`src/rtl/spu_ldreq_arb_pkg.sv`:
```
// Shared definitions for the SPU L2 load-request arbiter.
// One-hot state indices and the default watchdog length.
package spu_ldreq_arb_pkg;

  localparam int ST_IDLE  = 0;
  localparam int ST_REQ   = 1;
  localparam int ST_WAIT  = 2;
  localparam int ST_DRAIN = 3;

  localparam int TO_CYC_DEF = 255;

  typedef enum logic [3:0] {
    IDLE  = 4'b0001,
    REQ   = 4'b0010,
    WAIT  = 4'b0100,
    DRAIN = 4'b1000
  } ldreq_state_t;

endpackage

```
`src/rtl/spu_ldreq_arb_rr.sv`:
```
// Two-way round-robin picker for the load-request arbiter.
// When both requesters are eligible, the one pointed at by rr_ptr wins.
module spu_ldreq_arb_rr
  import spu_ldreq_arb_pkg::*;
(
  input  logic       rclk,
  input  logic       rst_l,
  input  logic       se,
  input  logic [1:0] req,
  input  logic       accept,
  output logic       winner
);

  logic rr_ptr;
  logic unused_se;

  // No scan-muxed flops are instantiated here; se is only carried through.
  assign unused_se = se;

  assign winner = (&req) ? rr_ptr : req[1];

  always_ff @(posedge rclk) begin
    if (!rst_l) begin
      rr_ptr <= 1'b0;
    end else if (accept) begin
      rr_ptr <= ~winner;
    end
  end

endmodule

```
`src/rtl/spu_ldreq_arb.sv`:
```
// Shares the SPU L2 load-request path between two requesters, with one load
// outstanding at a time, abort/drain handling and a watchdog.
//
// state | meaning
// IDLE  | no load in flight; grants the next eligible requester
// REQ   | spu_ldreq driven, waiting for the LSU to accept it
// WAIT  | load accepted, waiting for the line return for the owner
// DRAIN | owner aborted after accept; swallow the orphaned line return
module spu_ldreq_arb
  import spu_ldreq_arb_pkg::*;
#(
  parameter int              TO_W   = 8,
  parameter logic [TO_W-1:0] TO_CYC = TO_W'(TO_CYC_DEF)
) (
  input  logic rclk,
  input  logic rst_l,
  input  logic se,
  input  logic req0,
  input  logic req1,
  input  logic abort0,
  input  logic abort1,
  input  logic lsu_ldreq_ack,
  input  logic lsu_ln_received,
  output logic spu_ldreq,
  output logic ack0,
  output logic ack1,
  output logic ln0,
  output logic ln1,
  output logic owner,
  output logic busy,
  output logic timeout
);

  localparam logic [TO_W-1:0] TO_LAST = TO_CYC - 1'b1;

  ldreq_state_t    state;
  logic [TO_W-1:0] cnt;
  logic [1:0]      req_m;
  logic            grant;
  logic            winner;
  logic            own_abort;
  logic            to_hit;

  assign req_m     = {req1 & ~abort1, req0 & ~abort0};
  assign grant     = state[ST_IDLE] & (|req_m);
  assign own_abort = owner ? abort1 : abort0;
  // A line arriving on the expiry cycle wins over the timeout.
  assign to_hit    = (state[ST_WAIT] | state[ST_DRAIN]) & (cnt == TO_LAST) & ~lsu_ln_received;

  spu_ldreq_arb_rr u_rr (
    .rclk   (rclk),
    .rst_l  (rst_l),
    .se     (se),
    .req    (req_m),
    .accept (grant),
    .winner (winner)
  );

  assign spu_ldreq = state[ST_REQ];
  assign ack0      = state[ST_REQ] & lsu_ldreq_ack & ~owner;
  assign ack1      = state[ST_REQ] & lsu_ldreq_ack & owner;
  assign ln0       = state[ST_WAIT] & lsu_ln_received & ~owner;
  assign ln1       = state[ST_WAIT] & lsu_ln_received & owner;
  assign busy      = ~state[ST_IDLE];
  assign timeout   = to_hit;

  always_ff @(posedge rclk) begin
    if (!rst_l) begin
      state <= IDLE;
      owner <= 1'b0;
      cnt   <= '0;
    end else begin
      case (state)
        IDLE: begin
          if (grant) begin
            state <= REQ;
            owner <= winner;
          end
        end
        REQ: begin
          if (lsu_ldreq_ack) begin
            state <= own_abort ? DRAIN : WAIT;
            cnt   <= '0;
          end else if (own_abort) begin
            state <= IDLE;
          end
        end
        WAIT: begin
          if (lsu_ln_received || to_hit) begin
            state <= IDLE;
          end else if (own_abort) begin
            state <= DRAIN;
            cnt   <= '0;
          end else if (cnt != '1) begin
            cnt <= cnt + 1'b1;
          end
        end
        DRAIN: begin
          if (lsu_ln_received || to_hit) begin
            state <= IDLE;
          end else if (cnt != '1) begin
            cnt <= cnt + 1'b1;
          end
        end
        default: state <= IDLE;
      endcase
    end
  end

endmodule

```
`config.mk`:
```
export PLATFORM = sky130hd
export DESIGN_NAME = spu_ldreq_arb
export DESIGN_NICKNAME = d
export VERILOG_FILES = /design/src/rtl/spu_ldreq_arb_pkg.sv /design/src/rtl/spu_ldreq_arb_rr.sv /design/src/rtl/spu_ldreq_arb.sv
export SDC_FILE = /design/constraint.sdc
export NUM_CORES = 1
export LEC_CHECK = 0
export ABC_AREA = 0
export CELL_PAD_IN_SITES_DETAIL_PLACEMENT = 0
export CELL_PAD_IN_SITES_GLOBAL_PLACEMENT = 1
export CORE_ASPECT_RATIO = 0.7
export CORE_UTILIZATION = 35
export DETAILED_ROUTE_END_ITERATION = 10
export PLACE_DENSITY = 0.75
export SLEW_MARGIN = 25
export SYNTH_ARGS = -nofsm -noshare
export SYNTH_HDL_FRONTEND = slang
export SYNTH_HIERARCHICAL = 1
export SYNTH_SLANG_ARGS = --single-unit
```
`constraint.sdc`:
```
create_clock -name rclk -period 3.05 [get_ports rclk]
set_input_delay 0.7625 -clock rclk [delete_from_list [all_inputs] [get_ports rclk]]
set_output_delay 0.7625 -clock rclk [all_outputs]
set_load 0.005 [all_outputs]
```
======== Word level (Yosys, flattened, before mapping) ========
Index checks and enable logic that the tools add are counted.
storage, ports and cells
  register bits ........................... 14
  bits in latches ......................... 0
  bits in writable memories ............... 0
  memory bits (read-only) ................. 0
  input bits .............................. 9
  output and inout bits ................... 8
  logic and storage cells ................. 59
  memories ................................ 0
operators by class
  $add $sub $neg .......................... 1
  multipliers ............................. 0
  divide/modulo/power cells ............... 0
  $lt $le $gt $ge ......................... 0
  equal/unequal tests ..................... 13
  shift operators ......................... 0
  mux-type cells .......................... 16
  bitwise gates (word level) .............. 18
  reductions and logical operators ........ 7
operators with widths
  operator                                                          number
  8-bit two-way mux                                                 5
  4-bit two-way mux                                                 7
  8-bit one-hot mux with 3 select lines                             1
  4-bit one-hot mux with 4 select lines                             1
  1-bit AND                                                         11
  2-bit inequality test (second input constant)                     5
  8-bit by 1-bit adder with 8-bit output (second input constant)    1
  8-bit == test (second input constant)                             1
  8-bit inequality test (second input constant)                     1
  4-bit AND reduction                                               2
  3-bit inequality test (second input constant)                     2
  1-bit NOT                                                         6
  4-bit by 1-bit == test with 1-bit output (second input constant)  1
  4-bit by 2-bit == test with 1-bit output (second input constant)  1
  4-bit by 3-bit == test with 1-bit output (second input constant)  1
  4-bit == test (second input constant)                             1
  2-bit AND reduction                                               2
  3-bit nonzero test                                                1
  1-bit two-way mux                                                 2
  2-bit OR reduction                                                1
  1-bit logical OR                                                  1
  1-bit OR                                                          1

======== Depth between registers and ports, before layout ========
Gate-level depths: netlist of run 1.
  depth after elaboration ................. 6
  mapped depth ............................ 7
  mapped depth without buffers ............ 7

======== By module ========
The synthesis of run 1 kept the hierarchy.
modules (own cells, without submodules)
  module            instances  cells each  area an instance (µm²)  seq. area each (µm²)
  spu_ldreq_arb     1          119         939.7                   260.2
  spu_ldreq_arb_rr  1          5           52.6                    20.0

======== Worst setup path after synthesis of run 1 ========
OpenSTA, ideal clock, no wires.
  kind .................................... input to register
  start point ............................. input lsu_ln_received
  end point ............................... register state[0]
  arrival ................................. 1.765 ns
  data required time ...................... 2.907 ns
  setup slack ............................. 1.142 ns
  stages .................................. 4
  buffers on the path ..................... 0
  path through ............................ or4_4 o21a_4 o21ai_1 o221ai_1
on the way
  word-level cells in the longest chain between the ends .. 5
RTL lines
  what                                                                                           RTL line                                  text
  from (decl)                                                                                    spu_ldreq_arb.sv:23                       input logic lsu_ln_received,
  1-bit NOT                                                                                      spu_ldreq_arb.sv:48                       assign to_hit = (state[ST_WAIT] | state[ST_DRAIN]) & (cnt == TO_LAST) & ~lsu_ln_received;
  1-bit AND                                                                                      spu_ldreq_arb.sv:48
  1-bit logical OR (*)                                                                           spu_ldreq_arb.sv:89, spu_ldreq_arb.sv:99
  3-bit inequality test (no line) (tied with other cells)                                        n/a
  4-bit AND reduction (no line) / 4-bit one-hot mux with 4 select lines (equally long branches)  n/a
  to (signal assigned)                                                                           spu_ldreq_arb.sv:82                       state <= own_abort ? DRAIN : WAIT;
  to (decl)                                                                                      spu_ldreq_arb.sv:36                       ldreq_state_t state;
Every way passes the cells marked *; elsewhere a longest branch is shown, timed or not.
A chain may end at the register's enable or synchronous reset.

======== Worst setup path in the final report of run 1 ========
  start point ............................. input lsu_ln_received
  end point ............................... output timeout
on the way
  word-level cells in the longest chain between the ends .. 2
RTL lines
  what       RTL line             text
  1-bit NOT  spu_ldreq_arb.sv:48
  1-bit AND  spu_ldreq_arb.sv:48
  to (decl)  spu_ldreq_arb.sv:31  output logic timeout
Every way passes these cells.

==> results_dict.tcl, run 1 <==
set metrics [dict create \
    grt_max_degree 15 \
    synth-compound-area-share_pct 25.6 \
    peakVddDrop_v 0.000278 \
    final_common_cell "clkdlybuf4s50_1" \
    worst_ep_required_time_ns 2.29 \
    dr.pass1.iters 4 \
    place_ws_ns 0.175 \
    diodes 0 \
    cts_hold_buf 0 \
    syn-instance-count 124 \
    fin_ws_ns 0.178 \
    routedWlPerCell_um 13.8 \
    htreeDepth 1 \
    cp.arrival_ns 2.11 \
    post-cts-setup-buffers 0 \
    wl_um 2380 \
    status "finished clean" \
    drt-met1-wl_um 1280 \
    synth_warnings 6 \
    cts.clk_slew.worst_paths_ns 0.06 \
    crit_chain "clkdlybuf4s50_1 -> nor4_1 -> clkdlybuf4s50_1" \
    finClkSkew_ns 0.00243 \
    power.density_mw_per_mm2 370 \
    postRouteAntennaNets 0 \
    root_buffer "clkbuf_8" \
    cp_slowest_cell "clkdlybuf4s50_1" \
    wl_met3_um 137 \
    async_flop_share_pct 0 \
    crit_fanout 4 \
    synth_top_family_by_area "simple AND/OR/NAND/NOR gates" \
    grt_antenna_before_repair 0 \
    synth_ff_type "dfxtp_1" \
    drv_cap 0 \
    hold_class "flop to flop" \
    syn_area_sq_um 992 \
    cp_common_cell "clkdlybuf4s50_1" \
    slowest_delay_ns 0.55 \
    syn_avg_cell_area_sq_um 8.00 \
    wl_met2_um 961 \
    layout-drive-gt1-share_pct 13.0 \
    cts_tree "yes" \
    hpwl_um 1830 \
    rows 15 \
    min_period_over_period_pct 94.2 \
    most-common-layout-cells "clkdlybuf4s50_1, nor2_1, dfxtp_1" \
    cp-end-kind "output pin" \
    power.leakage_nw 0.451 \
    place.gp.congestion 0.734 \
    io_buffer_count 15 \
    fin_crit_ns 2.87 \
    muxShareOfSynthArea_pct 2.02 \
    fill_cells 261 \
    drv_slew 0 \
    setup_viol 0 \
    track_usage_pct 17.7 \
    yosys.area_share.simple_pct 34.6 \
    clk_latency_ns 0.24 \
    ys_seq_area_share_pct 28.2 \
    top_level_ports 17 \
    initial_core_util_pct 38.6 \
    drt_iter0_drc 49 \
    numCtsBuffers 3 \
    cts_resized 0 \
    finalHoldViolations 0 \
    yosys.area_share.xor_xnor_pct 1.77 \
    cts_buffer_depth 2 \
    area_growth_pct 21.9 \
    fin_nets 150 \
    fp.dieH_um 46.5 \
    die_x_um 65.6 \
    final_core_util_pct 47.1 \
    core-area_sq_mm 0.00257 \
    drc 0 \
    grt-ovfl-total 0 \
    synth-edff-count 0 \
    top_layer_used "met4" \
    syn_nets 135 \
    num_vias 952 \
    fp.dieArea_sq_mm 0.00306 \
    critical_path.top_delay_family "buffers and inverters" \
    rsz0062_at_grt "no" \
    synthDistinctLibCells 48 \
    cts_sinks 14 \
    critical_path_class "input pin to output pin" \
    relSlewSlack_pct 64.4 \
    setup_tns_ns 0 \
    max_freq_ghz 0.348 \
    grt_pass1_wl_um 4030 \
    synth-seq-cells 14 \
    tightestPinTransition_ns 0.534 \
    crit_path_start_kind "input pin" \
    synthAdderAreaFrac_pct 2.52 \
    routed_via_density 5.53 \
    grt_pass1_vias 817 \
    crit_buf_inv 2 \
]
## report_power, final
group	total [W]	internal, W	leakage, nW	switching [W]
registers	0.000200	0.000188	0.114	0.0000115
clock network	0.000181	0.000114	0.0288	0.0000671
logic	0.0000660	0.0000355	0.308	0.0000305
## metrics by stage
step                power, W  hold slack (ns)  cell area (sq um)  cells
floorplan           0.000241            0.485                992    124
global placement    0.000269            0.513               1150    168
detailed placement  0.000270            0.532               1150    168
CTS                 0.000456            0.549               1210    172
global route        0.000475            0.599               1210    172
finish              0.000447            0.547               1210    172
## per-layer routing
metal  up-vias  track usage, %
met4         0            3.48
met1       434            26.0
met5         -               0
met3         2            5.20
met2        30            25.1
li1        486               -
## flip-flops by register name, indices dropped and copies added (netlist names)
signal	cells
owner	1
cnt	8
u_rr/rr_ptr	1
state	4
## final timing paths
| path | depth (start not counted) | slack, ns | from | end |
|---|---|---|---|---|
| worst min-delay path | 2 | 0.55 | cnt[4] | cnt[4] |
| worst max register to register | 5 | 1.27 | state[2] | state[0] |
| worst min register to register | 2 | 0.55 | cnt[4] | cnt[4] |
| worst max-delay path | 3 | 0.18 | lsu_ln_received | timeout |
## layout make-up
| cell class | count | area (sq um) | share of cell area (%) |
|---|---|---|---|
| Inverter | 4 | 15.0 | 1.24 |
| Clock buffer | 4 | 55.1 | 4.55 |
| Tap cell | 34 | 42.5 | 3.52 |
| Multi-Input combinational cell | 100 | 659 | 54.5 |
| Timing Repair Buffer | 16 | 158 | 13.0 |
| Sequential cell | 14 | 280 | 23.2 |
## synth_stat cells (all sizes together) (4+ instances only)
master | count | area, sq um
buf | 4 | 28.8
dfxtp | 14 | 280
nor2 | 14 | 52.6
a21oi | 8 | 40.0
nor3 | 5 | 36.3
o21ai | 11 | 66.3
a31oi | 4 | 31.3
nand3 | 5 | 30.0
nand2 | 13 | 48.8
inv | 4 | 15.0
and3 | 4 | 25.0
## logic make-up after synthesis
logic type      count (synthesis)
xor+xnor                        2
compound gates                 35
buf+inv                        10
fa+ha+maj                       2
simple gates                   59
mux                             2
flops                          14
## worst min-delay path, stage by stage, from the launching register on
cell and delay [ns]:
dfxtp_1 0.36, a41oi_1 0.06, nor2_1 0.09
Power figures use the tool's default switching activity.
==> run 2, diff against run 1 <==
SLEW_MARGIN = 5   (was 25)
==> results of run 2 <==
Final layout, timing and power as in run 1 (identical DEF).
==> run 3, diff against run 2 <==
CORE_MARGIN = 4   (was not set)
SETUP_SLACK_MARGIN = 0.1   (was not set)
==> run 3 against run 2 <==
Clock skew about the same. Critical endpoint is now ln1. Critical path type unchanged. Worst setup slack better by 0.086 ns. Wire length increased by 1.3%. Largest power group unchanged.
==> results_dict.tcl, run 3 (synthesized netlist as in run 1, its figures left out) <==
set metrics [dict create \
    status "finished clean" \
    clk_latency_ns 0.25 \
    setup_tns_ns 0 \
    drv_slew 0 \
    grt_antenna_before_repair 0 \
    max_freq_ghz 0.359 \
    top_level_ports 17 \
    routedWlPerCell_um 14.0 \
    area_growth_pct 21.9 \
    crit_chain "clkdlybuf4s50_1 -> buf_4 -> and3_1 -> clkdlybuf4s50_1" \
    cp.arrival_ns 2.02 \
    worst_ep_required_time_ns 2.29 \
    fp.dieH_um 52.5 \
    postLayoutCellArea_sq_mm 0.00121 \
    hpwl_um 1860 \
    regMostFlops "cnt" \
    rsz0062_at_grt "no" \
    cp-end-kind "output pin" \
    reg2reg_from "cnt[0]" \
    finalHoldViolations 0 \
    power.density_mw_per_mm2 370 \
    hold_end "cnt[4]" \
    drc 0 \
    die_x_um 71.6 \
    initial_core_util_pct 38.3 \
    largest_reg_flops 8 \
    r2r_end "state[0]" \
    whs_path_depth 2 \
    fin_crit_ns 2.79 \
    grt_pass1_vias 808 \
    postRouteAntennaNets 0 \
    num_vias 942 \
    diodes 0 \
    place.gp.congestion 0.802 \
    power.leakage_nw 0.451 \
    cts_tree "yes" \
    dr.pass1.iters 4 \
    final_common_cell "clkdlybuf4s50_1" \
    fp.dieArea_sq_mm 0.00376 \
    relSlewSlack_pct 64.7 \
    cts_sinks 14 \
    track_usage_pct 13.9 \
    io_buffer_count 15 \
    setup_viol 0 \
    drv_cap 0 \
    core-area_sq_mm 0.00259 \
    reg2reg_slack_ns 1.27 \
    peakVddDrop_v 0.000197 \
    cts_resized 0 \
    largestRegisters "cnt x8, state x4" \
    htreeDepth 1 \
    numCtsBuffers 3 \
    grt_pass1_wl_um 4080 \
    layout-drive-gt1-share_pct 13.0 \
    fin_nets 150 \
    cp_common_cell "clkdlybuf4s50_1" \
    fin_ws_ns 0.264 \
    grt_max_degree 15 \
    wl_um 2410 \
    cts.clk_slew.worst_paths_ns 0.06 \
    rows 15 \
    cp_slowest_cell "clkdlybuf4s50_1" \
    root_buffer "clkbuf_8" \
    slowest_delay_ns 0.49 \
    holdWs_ns 0.531 \
    cts_buffer_depth 2 \
    finClkSkew_ns 0.00200 \
    most-common-layout-cells "clkdlybuf4s50_1, nor2_1, dfxtp_1" \
    post-cts-setup-buffers 0 \
    hold_start "cnt[4]" \
    place_ws_ns 0.258 \
    cts_hold_buf 0 \
    grt-ovfl-total 0 \
    crit_fanout 6 \
    critical_path_class "input pin to output pin" \
    hold_class "flop to flop" \
    reg2regPathDepth 7 \
    min_period_over_period_pct 91.4 \
    tightestPinTransition_ns 0.530 \
    routed_via_density 5.48 \
    placed_cell_area_sq_mm 0.00115 \
    drt_iter0_drc 66 \
    crit_path_start_kind "input pin" \
]
[run 3: cell counts in the layout (fill, tap and decap cells not counted)]
Identical to the previous run, type by type.
[run 3: final cells by class]
type	count	area, sq um
Inverter	4	15.0
Tap cell	34	42.5
Multi-Input combinational cell	100	659
Clock buffer	4	55.1
Sequential cell	14	280
Timing Repair Buffer	16	158
Fill cell	264	1380
[run 3: how the worst max path moves through the flow]
| stage | end | from | slack, ns | cells past startpoint |
|---|---|---|---|---|
| 2_1_floorplan | state[0] | lsu_ln_received | 1.14 | 4 |
| 3_3_place_gp | ln0 | lsu_ln_received | 0.27 | 5 |
| 3_5_place_dp | ln0 | lsu_ln_received | 0.26 | 5 |
| 4_1_cts | ln0 | lsu_ln_received | 0.25 | 5 |
| 5_1_grt | timeout | lsu_ln_received | 0.20 | 3 |
| 6_report | ln1 | lsu_ln_received | 0.26 | 4 |
[run 3: where the power goes]
group          switching [W]  leakage [nW]  internal, W
sequential         0.0000106         0.114     0.000188
clock              0.0000675        0.0288     0.000114
combinational      0.0000312         0.308    0.0000355
[run 3: through the flow]
step	utilization [%]	power (W)	instances
2_1_floorplan	-	0.000241	124
3_3_place_gp	44.6	0.000269	168
3_5_place_dp	44.6	0.000270	168
4_1_cts	46.7	0.000453	172
5_1_grt	46.7	0.000472	172
6_report	46.7	0.000448	172
[run 3: critical path, delay by kind of cell]
family | cells | cell delay (ns)
and+or+nand+nor | 1 | 0.15
buffers and inverters | 3 | 1.11
[run 3: per-layer routing]
layer / GRT usage [%] / vias up / share of wire, %
li1: - / 486 / -
met3: 3.64 / 2 / 6.4
met4: 1.88 / 0 / 0.50
met5: 0 / - / 0
met2: 18.6 / 20 / 37
met1: 22.0 / 434 / 56
